**config.mk**
```make
export PLATFORM = sky130hd
export DESIGN_NAME = pipe_ctrl
export DESIGN_NICKNAME = d
export VERILOG_FILES = /design/src/rtl/pipe_ctrl.sv
export SDC_FILE = /design/constraint.sdc
export NUM_CORES = 1
export LEC_CHECK = 0
export ABC_AREA = 1
export CAP_MARGIN = 20
export CORE_MARGIN = 2
export CORE_UTILIZATION = 52
export DETAILED_ROUTE_END_ITERATION = 8
export PLACE_DENSITY = 0.88
export REMOVE_ABC_BUFFERS = 1
export SLEW_MARGIN = 20
export SYNTH_ARGS = -nofsm -noshare
export SYNTH_HDL_FRONTEND = slang
export SYNTH_SLANG_ARGS = --single-unit
export TNS_END_PERCENT = 100
```
**constraint.sdc**
```tcl
create_clock -name clk -period 4 [get_ports clk]
set_input_delay 0.6 -clock clk [delete_from_list [all_inputs] [get_ports clk]]
set_output_delay 0.6 -clock clk [all_outputs]
set_load 0.005 [all_outputs]
```
**src/rtl/pipe_ctrl.sv**
```systemverilog
// Pipeline control: merges stage stall requests into stall/bubble vectors,
// sequences exception flush with redirect PC, and tracks stall watchdog/perf counter.
module pipe_ctrl #(
    parameter int NSTAGE       = 6,
    parameter int AW           = 32,
    parameter int FLUSH_CYCLES = 2,
    parameter int TIMEOUT      = 1024,
    parameter int CW           = 32
) (
    input  logic              clk,
    input  logic              rst,
    input  logic [NSTAGE-1:0] stall_req,
    input  logic              excp_valid,
    input  logic [AW-1:0]     excp_pc,
    input  logic              perf_clr,
    output logic [NSTAGE-1:0] stall,
    output logic [NSTAGE-1:0] bubble,
    output logic              flush,
    output logic [AW-1:0]     new_pc,
    output logic              stall_timeout,
    output logic [CW-1:0]     stall_cnt
);

    localparam int FC_W = (FLUSH_CYCLES > 1) ? $clog2(FLUSH_CYCLES) : 1;
    localparam int WD_W = $clog2(TIMEOUT + 1);

    typedef enum logic {ST_IDLE, ST_FLUSH} state_t;

    state_t            state_q, state_d;
    logic [FC_W-1:0]   fcnt_q, fcnt_d;
    logic [AW-1:0]     pc_q, pc_d;
    logic [WD_W-1:0]   wd_cnt;
    logic [NSTAGE-1:0] stall_raw;
    logic              any_stall;

    // A stage stalls whenever it or any later stage requests a stall.
    always_comb begin
        stall_raw = '0;
        for (int i = 0; i < NSTAGE; i++) begin
            stall_raw[i] = |(stall_req >> i);
        end
    end

    always_comb begin
        state_d = state_q;
        fcnt_d  = fcnt_q;
        pc_d    = pc_q;
        flush   = 1'b0;
        new_pc  = pc_q;
        case (state_q)
            ST_IDLE: begin
                if (excp_valid && !rst) begin
                    state_d = ST_FLUSH;
                    fcnt_d  = FC_W'(FLUSH_CYCLES - 1);
                    pc_d    = excp_pc;
                    flush   = 1'b1;
                    new_pc  = excp_pc;
                end
            end
            ST_FLUSH: begin
                flush = !rst;
                if (fcnt_q == '0) begin
                    state_d = ST_IDLE;
                end else begin
                    fcnt_d = fcnt_q - FC_W'(1);
                end
            end
            default: state_d = ST_IDLE;
        endcase
    end

    // Reset and flush both override any stall request.
    always_comb begin
        stall  = (rst || flush) ? '0 : stall_raw;
        bubble = '0;
        for (int k = 1; k < NSTAGE; k++) begin
            bubble[k] = stall[k-1] & ~stall[k];
        end
    end

    assign any_stall = |stall;

    always_ff @(posedge clk) begin
        if (rst) begin
            state_q       <= ST_IDLE;
            fcnt_q        <= '0;
            pc_q          <= '0;
            wd_cnt        <= '0;
            stall_timeout <= 1'b0;
            stall_cnt     <= '0;
        end else begin
            state_q <= state_d;
            fcnt_q  <= fcnt_d;
            pc_q    <= pc_d;

            // Timeout latches on the edge that completes TIMEOUT consecutive stalls.
            if (any_stall) begin
                if (wd_cnt != WD_W'(TIMEOUT)) begin
                    wd_cnt <= wd_cnt + WD_W'(1);
                end
                if (wd_cnt >= WD_W'(TIMEOUT - 1)) begin
                    stall_timeout <= 1'b1;
                end
            end else begin
                wd_cnt <= '0;
            end

            if (perf_clr) begin
                stall_cnt <= '0;
            end else if (any_stall && (stall_cnt != '1)) begin
                stall_cnt <= stall_cnt + CW'(1);
            end
        end
    end

endmodule

```
# [Word level (Yosys, flattened, before mapping)]
# Index checks and enable logic that the tools add are counted.
[totals] inputBits=42 latch_bits=0 out_inout_bits=78 ramBits=0 mem_bits_ro=0 mem_count=0 wordCells=48 regBits=78
[classes] shift=0 mux=10 div=0 n_addsub=3 multipliers=0 eq_ne=3 n_bitwise=12 reduce_logical=13 n_lt_le_gt_ge=1
[op_table] operator="32-bit 2-to-1 mux" count=2
[op_table] operator="32-bit by 1-bit adder with 32-bit output (second input constant)" count=1
[op_table] operator="32-bit inequality test (second input constant)" count=1
[op_table] operator="6-bit OR reduction" count=2
[op_table] operator="11-bit by 1-bit adder with 11-bit output (second input constant)" count=1
[op_table] operator="11-bit by 10-bit >= comparator with 1-bit output (second input constant)" count=1
[op_table] operator="11-bit inequality test (second input constant)" count=1
[op_table] operator="1-bit NOT" count=7
[op_table] operator="6-bit 2-to-1 mux" count=1
[op_table] operator="1-bit one-hot mux with 2 select lines" count=3
[op_table] operator="2-bit OR reduction" count=3
[op_table] operator="1-bit bitwise AND" count=5
[op_table] operator="5-bit OR reduction" count=1
[op_table] operator="1-bit 2-to-1 mux" count=4
[op_table] operator="4-bit OR reduction" count=1
[op_table] operator="3-bit OR reduction" count=1
[op_table] operator="1-bit logical AND" count=2
[op_table] operator="2-bit inequality test (second input constant)" count=1
[op_table] operator="2-bit AND reduction" count=1
[op_table] operator="1-bit zero test" count=1
[op_table] operator="1-bit logical OR" count=1
[op_table] operator="1-bit subtractor (second input constant)" count=1

# [Longest topological paths before layout]
# Gate-level depths: netlist of run 1.
[logic_depth] word_depth=9 mapped_depth=10 mapped_depth_nobuf=10

# [Least setup slack after synthesis of run 1]
# OpenSTA, ideal clock, no wires.
[synth_timing] kind="in2out" from="in rst" to="out new_pc[10]" t_arrival_ps=1535 required_ps=3400 slack_ps=1865 cell_stages=7 path_buffers=2 path_cell_list="buf_2 -> inv_1 -> nand3_1 -> clkbuf_1 -> nand2_1 -> o21ai_0 -> inv_1"
[synth_via] elab_chain_cells=4
[synth_lines] element="from (decl)" line="11" text="input logic rst,"
[synth_lines] element="1-bit zero test" line="52" text="if (excp_valid && !rst) begin"
[synth_lines] element="1-bit logical AND" line="52"
[synth_lines] element="32-bit 2-to-1 mux"
[synth_lines] element="32-bit 2-to-1 mux" line="50" text="case (state_q)"
[synth_lines] element="to (decl)" line="19" text="output logic [AW-1:0] new_pc,"
# No other way between the ends.

# [Worst setup path in the final report of run 1]
[layout_timing] from="in rst" to="out bubble[5]"
[layout_via] elab_chain_cells=8
[layout_lines] element="1-bit zero test" line="52, 61"
[layout_lines] element="1-bit logical AND" line="52"
[layout_lines] element="1-bit 2-to-1 mux" line="52"
[layout_lines] element="1-bit one-hot mux with 2 select lines" line="50"
[layout_lines] element="1-bit logical OR (*)" line="74" text="stall = (rst || flush) ? '0 : stall_raw;"
[layout_lines] element="6-bit 2-to-1 mux (*)" line="74"
[layout_lines] element="1-bit NOT" line="77" text="bubble[k] = stall[k-1] & ~stall[k];"
[layout_lines] element="1-bit bitwise AND (*)" line="77"
[layout_lines] element="to (decl)" line="17" text="output logic [NSTAGE-1:0] bubble,"
# Mark *: on every way between the ends. The rest lies on a longest branch, timed or not.

==> reports/metrics.csv, run 1 <==
metric,value,unit
io_pins,120,
core_area,8090,um^2
path_max_fanout,20,
max_stage_delay,0.52,ns
diodes,0,
synth_xor_area_share,3.06,%
hpwlAfterDp,8.43,mm
cts_tree,done,
drt-pass1-iter-count,5,
critPathTopFamily,buffers and inverters,
ant_nets,0,
path_cells,"clkdlybuf4s50_1, buf_4, nor2_1, nor2_1, inv_1, nor2_1, nand2_1, inv_1, clkdlybuf4s50_1",
die_y,94.9,um
wirelength,11.2,mm
skew,0.00766,ns
synth_compound_area_share,10.6,%
min_path_type,register to register,
setup_viol,0,
yosys.cell_types.count,35,
syn_area,4290,um^2
ir_worst_vdd,0.000201,V
path_class,input pin to output port,
htreeDepth,3,
synth_top_family_by_area,simple AND/OR/NAND/NOR gates,
worst_pin_slew,0.764,ns
muxShareOfSynthArea,0,%
final_cell_mix,"205 x nand2_1, 119 x nor2_1, 118 x clkdlybuf4s50_1",
reg2reg_from,stall_cnt[0]$_SDFFE_PP0P_,
setup.worst_path.start_class,input pin,
synthArstFlopShare,0,%
fillCellCount,657,
clk_pin_slew_worst_paths,0.08,ns
drv_slew,0,
syn_avg_cell_area,6.30,um^2
layout-drive-gt1-share,6.98,%
slew_headroom,48.9,%
drt_iter0_markers,214,
grt_usage,25.1,%
synthAdderAreaFrac,0.874,%
worst-endpoint-required,3.40,ns
finalHoldViolCount,0,
grt_overflow,0,
r2r-end,stall_cnt[15]$_SDFFE_PP0P_,
min_to,fcnt_q$_SDFFE_PP0P_,
outcome,"finished, final reports clean",
setup_tns,0,ns
fp-row-count,33,
dr_wl_met2,5.34,mm
power.leakage,2.44,nW
crit_slowest_cell,clkdlybuf4s50_1,
clk_path_buf_depth,2,
power.density,291,nW/um^2
synth_area_leader_cell,dfxtp_1,
die_width,94.9,um
fin_nets,842,
synthSimpleGateAreaFrac,36.7,%
ys_seq_area_share,36.4,%
wl_met3,941,um
cts_resized,0,
grt_pass1_wl,18.0,mm
met1Wirelength,4.76,mm
layout_commonest_cell,nand2_1,
ys_ff_latch,78,
min_from,state_q$_SDFF_PP0_,
syn2layout_area_growth,33.6,%
crit_arrival,2.62,ns
clock-sinks,78,
netlist.area_leader.share,36.4,%
antenna_found_initial,0,
ys.flop_type,dfxtp_1,
preCtsSetupSlack,0.802,ns
num_vias,4453,
portBuffers,118,
end_kind,output port,
yosys_warnings,0,
grt_max_degree,65,
synth-edff-count,0,
fin_crit_sh,80.5,%
cts_hold_buf,0,
start_util,53.0,%
ctsRootBufferMaster,clkbuf_8,
routed_via_density,4.91,
gp_congestion,0.894,
syn_inst,681,
layout_setup_ws,0.782,ns
die-area,9000,um^2
crit_top_cell,nor2_1,
final_cells,907,
maxCapViolCount,0,
clk_latency,0.35,ns
ys_top_cells_by_area,"dfxtp_1 36%, nand2_1 18%, nor2_1 10%",
route.detailed.drc,0,
rsz0062_at_grt,false,
r2r_cells,8,
dp.cells,891,
r2r_slack,1.97,ns
worst-path-buf-inv,5,
wl_per_cell,12.3,um
timing.fmax,311,MHz
cts_buffers,9,
highest_layer,met4,
min_path_cells,1,
whs,0.454,ns
grt_pass1_vias,4060,
postCtsSetupRepairBufs,0,
period_needed,3.22,ns
## registers in the layout, indices dropped and copies added, names as in the netlist
signal,flops
stall_cnt,32
state_q,1
pc_q,32
fcnt_q,1
wd_cnt,11
stall_timeout,1
## Yosys cell counts (2+ instances only)
cell,n
nand3_1,26
nand2_1,205
a21oi_2,20
nor2_1,119
buf_2,3
dfxtp_1,78
nor3b_1,2
clkbuf_1,12
nand4_1,5
xnor2_1,4
a21oi_1,14
ha_1,3
nor3_1,8
nand2_2,6
xor2_1,11
inv_1,111
o21ai_0,36
## how the worst max path moves through the flow
stage	from	end	depth (start not counted)
finish	rst	bubble[5]	9
CTS	rst	bubble[5]	9
floorplan	rst	new_pc[0]	4
global placement	rst	bubble[5]	9
detailed placement	rst	bubble[5]	9
global route	rst	new_pc[28]	7
## metrics by stage
step	utilization, %	power, W	cell area [um^2]
finish	70.9	0.00167	5740
global route	70.9	0.00174	5740
CTS	70.9	0.00168	5740
detailed placement	68.5	0.00111	5550
global placement	68.5	0.00109	5550
floorplan	-	0.000942	4190
## per-layer routing
layer | GRT usage (%) | vias up
met3 | 6.70 | 16
met4 | 8.57 | 0
met2 | 43.9 | 165
met1 | 29.5 | 1984
met5 | 0 | -
li1 | - | 2288
## logic make-up after synthesis
group                    Yosys count
AO/OA/AOI/OAI                     73
AND/OR/NAND/NOR                  380
flip-flops                        78
buffers and inverters            131
XOR/XNOR                          15
other                              1
adder cells (fa/ha/maj)            3
## where the power goes
group	internal (W)	switching, W
Sequential	0.000803	0.0000101
Clock	0.000288	0.000294
Combinational	0.000143	0.000131
Total	0.00123	0.000435
## cell type report
type | instances | area, um^2 | share of cell area (%)
inverter | 113 | 424 | 7.40
tap | 105 | 131 | 2.29
timing repair buffer | 123 | 1220 | 21.2
multi-input combinational | 472 | 2210 | 38.5
clock buffer | 10 | 128 | 2.23
sequential | 78 | 1560 | 27.2
clock inverter | 6 | 62.6 | 1.09
Note: power is estimated with default switching activity, not from simulation.
==> run 2, diff against run 1 <==
--- a/config.mk
+++ b/config.mk
@@ -8,9 +8,9 @@
 export ABC_AREA = 1
 export CAP_MARGIN = 20
 export CORE_MARGIN = 2
-export CORE_UTILIZATION = 52
+export CORE_UTILIZATION = 44
 export DETAILED_ROUTE_END_ITERATION = 8
-export PLACE_DENSITY = 0.88
+export PLACE_DENSITY = 0.79
 export REMOVE_ABC_BUFFERS = 1
 export SLEW_MARGIN = 20
 export SYNTH_ARGS = -nofsm -noshare
==> constraint.sdc (replaced) <==
create_clock -name clk -period 2.9 [get_ports clk]
set_input_delay 0.435 -clock clk [delete_from_list [all_inputs] [get_ports clk]]
set_output_delay 0.435 -clock clk [all_outputs]
set_load 0.005 [all_outputs]
==> run 2 against run 1 <==
Cell count increased by 3.6%. Critical path depth decreased by 1. Hold slack got worse by 0.0091 ns. Sequential cell count unchanged. Clock power increased by 86%. Global-route usage decreased by 3.8 points. Sequential power increased by 38%.
==> reports/metrics.csv, run 2 (synthesis results as in run 1) <==
metric,value,unit,change
outcome,"finished, final reports clean",,unchanged
p_total,0.00259,W,was 0.00167 W
dp.cells,924,,was 891
crit_top_cell,nor2_1,,unchanged
clock-sinks,78,,unchanged
fillCellCount,902,,was 657
finalHoldViolCount,0,,unchanged
hpwlAfterDp,8.47,mm,was 8.43 mm
crit_cells,8,,was 9
setup.worst_path.start_class,input pin,,unchanged
syn2layout_area_growth,37.6,%,was 33.6%
grt_usage,21.3,%,was 25.1%
drt-pass1-iter-count,5,,unchanged
setup_tns,0,ns,unchanged
cts_buffers,9,,unchanged
skew,0.0128,ns,was 0.00766 ns
min_path_cells,2,,was 1
worst-path-buf-inv,3,,was 5
htreeDepth,3,,unchanged
start_util,44.5,%,was 53.0%
drt_iter0_markers,129,,was 214
routed_via_density,4.73,,was 4.91
core_area,9640,um^2,was 8090 um^2
power.density,438,nW/um^2,was 291 nW/um^2
comb_power_share,15.0,%,was 16.4%
ir_worst_vdd,0.000292,V,was 0.000201 V
setup_viol,0,,unchanged
ant_nets,0,,unchanged
clock_power_share,41.7,%,was 34.8%
p_int,0.00198,W,was 0.00123 W
layout-drive-gt1-share,7.81,%,was 6.98%
worst-endpoint-required,2.47,ns,was 3.40 ns
path_cells,"clkdlybuf4s50_1, nor2_1, nor2_1, nor2_1, inv_1, nor2_1, nor3_1, clkdlybuf4s50_1",,"was clkdlybuf4s50_1, buf_4, nor2_1, nor2_1, inv_1, nor2_1, nand2_1, inv_1, clkdlybuf4s50_1"
num_vias,4443,,was 4453
portBuffers,118,,unchanged
fin_crit_sh,92.1,%,
crit_slowest_cell,clkdlybuf4s50_1,,unchanged
final_cells,940,,was 907
grt_overflow,0,,unchanged
grt_pass1_wl,18.1,mm,was 18.0 mm
route.detailed.drc,0,,unchanged
min_path_type,input pin to register,,was register to register
final_cell_mix,"205 x nand2_1, 118 x nor2_1, 117 x clkdlybuf4s50_1",,"was 205 x nand2_1, 119 x nor2_1, 118 x clkdlybuf4s50_1"
gp_congestion,0.918,,was 0.894
max_stage_delay,0.55,ns,was 0.52 ns
cts_tree,done,,unchanged
period_needed,2.67,ns,
critPathTopFamily,buffers and inverters,,unchanged
clk_latency,0.35,ns,about the same
clk_path_buf_depth,2,,unchanged
wl_per_cell,11.9,um,was 12.3 um
die_width,103,um,was 94.9 um
cts_hold_buf,0,,unchanged
crit_arrival,2.24,ns,was 2.62 ns
p_seq_share,43.3,%,was 48.7%
path_class,input pin to output port,,unchanged
fin_nets,847,,was 842
diodes,0,,unchanged
antenna_found_initial,0,,unchanged
switching_share,23.6,%,was 26.1%
wirelength,11.2,mm,about the same
die_y,103,um,was 94.9 um
postCtsSetupRepairBufs,0,,unchanged
reg.largest.list,"pc_q (32), stall_cnt (32), wd_cnt (11)",,unchanged
grt_max_degree,65,,unchanged
clk_pin_slew_worst_paths,0.07,ns,was 0.08 ns
cts_resized,0,,unchanged
path_max_fanout,8,,was 20
p_switching,0.000611,W,was 0.000435 W
maxCapViolCount,0,,unchanged
seq_area,1560,um^2,unchanged
r2r_cells,9,,was 8
ctsRootBufferMaster,clkbuf_8,,unchanged
io_pins,120,,unchanged
rsz0062_at_grt,false,,unchanged
fp-row-count,36,,was 33
layout_commonest_cell,nand2_1,,unchanged
grt_pass1_vias,4091,,was 4060
power.leakage,2.52,nW,was 2.44 nW
die-area,10600,um^2,was 9000 um^2
multi_input_area,2210,um^2,about the same
drv_slew,0,,unchanged
end_kind,output port,,unchanged
timing.fmax,374,MHz,
==> run 2: changes by cell type in the layout (fill, tap and decap cells not counted) <==
cell,previous run,this run
buf_12,0,1
buf_4,5,8
buf_6,0,1
bufinv_16,1,4
clkbuf_1,1,0
clkdlybuf4s50_1,118,117
clkinv_2,3,1
clkinv_4,2,0
dlymetal6s2s_1,0,1
inv_6,0,2
nor2_1,119,118
nor2_2,1,2
==> run 2: final timing paths <==
check / from / to / slack (ns)
setup / recovery: excp_valid / bubble[3] / 0.23
hold reg to reg: state_q$_SDFF_PP0_ / fcnt_q$_SDFFE_PP0P_ / 0.44
setup reg to reg: stall_cnt[0]$_SDFFE_PP0P_ / stall_cnt[9]$_SDFFE_PP0P_ / 0.95
hold / removal: rst / pc_q[28]$_SDFF_PP0_ / 0.44
==> run 2: cell type report <==
cell class	count	area share (%)
multi-input cells	472	37.5
flip-flops and latches	78	26.4
repair buffers	128	21.6
inverters	113	7.18
well taps	133	2.82
clock inverters	7	2.42
clock buffers	9	2.10
==> run 2: power groups by stage <==
stage	Sequential (W)	Clock (W)	Combinational, W
floorplan	0.00114	0	0.000157
global placement	0.00114	0	0.000379
detailed placement	0.00115	0	0.000387
CTS	0.00112	0.00110	0.000389
global route	0.00112	0.00115	0.000430
finish	0.00112	0.00108	0.000387
==> run 2: metal layers <==
layer | GRT usage (%) | vias up | routed length (um)
li1 | - | 2298 | -
met1 | 26.2 | 1976 | 4970
met2 | 37.3 | 148 | 5080
met3 | 3.80 | 21 | 841
met4 | 8.10 | 0 | 266
met5 | 0 | - | 0
==> run 2: metrics by stage <==
step	instance area (um^2)	hold WS (ns)	worst slack, ns	util, %
after global placement	5630	0.432	0.199	58.4
after global routing	5910	0.462	0.0526	61.3
final	5910	0.445	0.228	61.3
after floorplan	4190	0.420	0.426	-
after detailed placement	5630	0.446	0.0953	58.4
after CTS	5900	0.448	0.0899	61.2
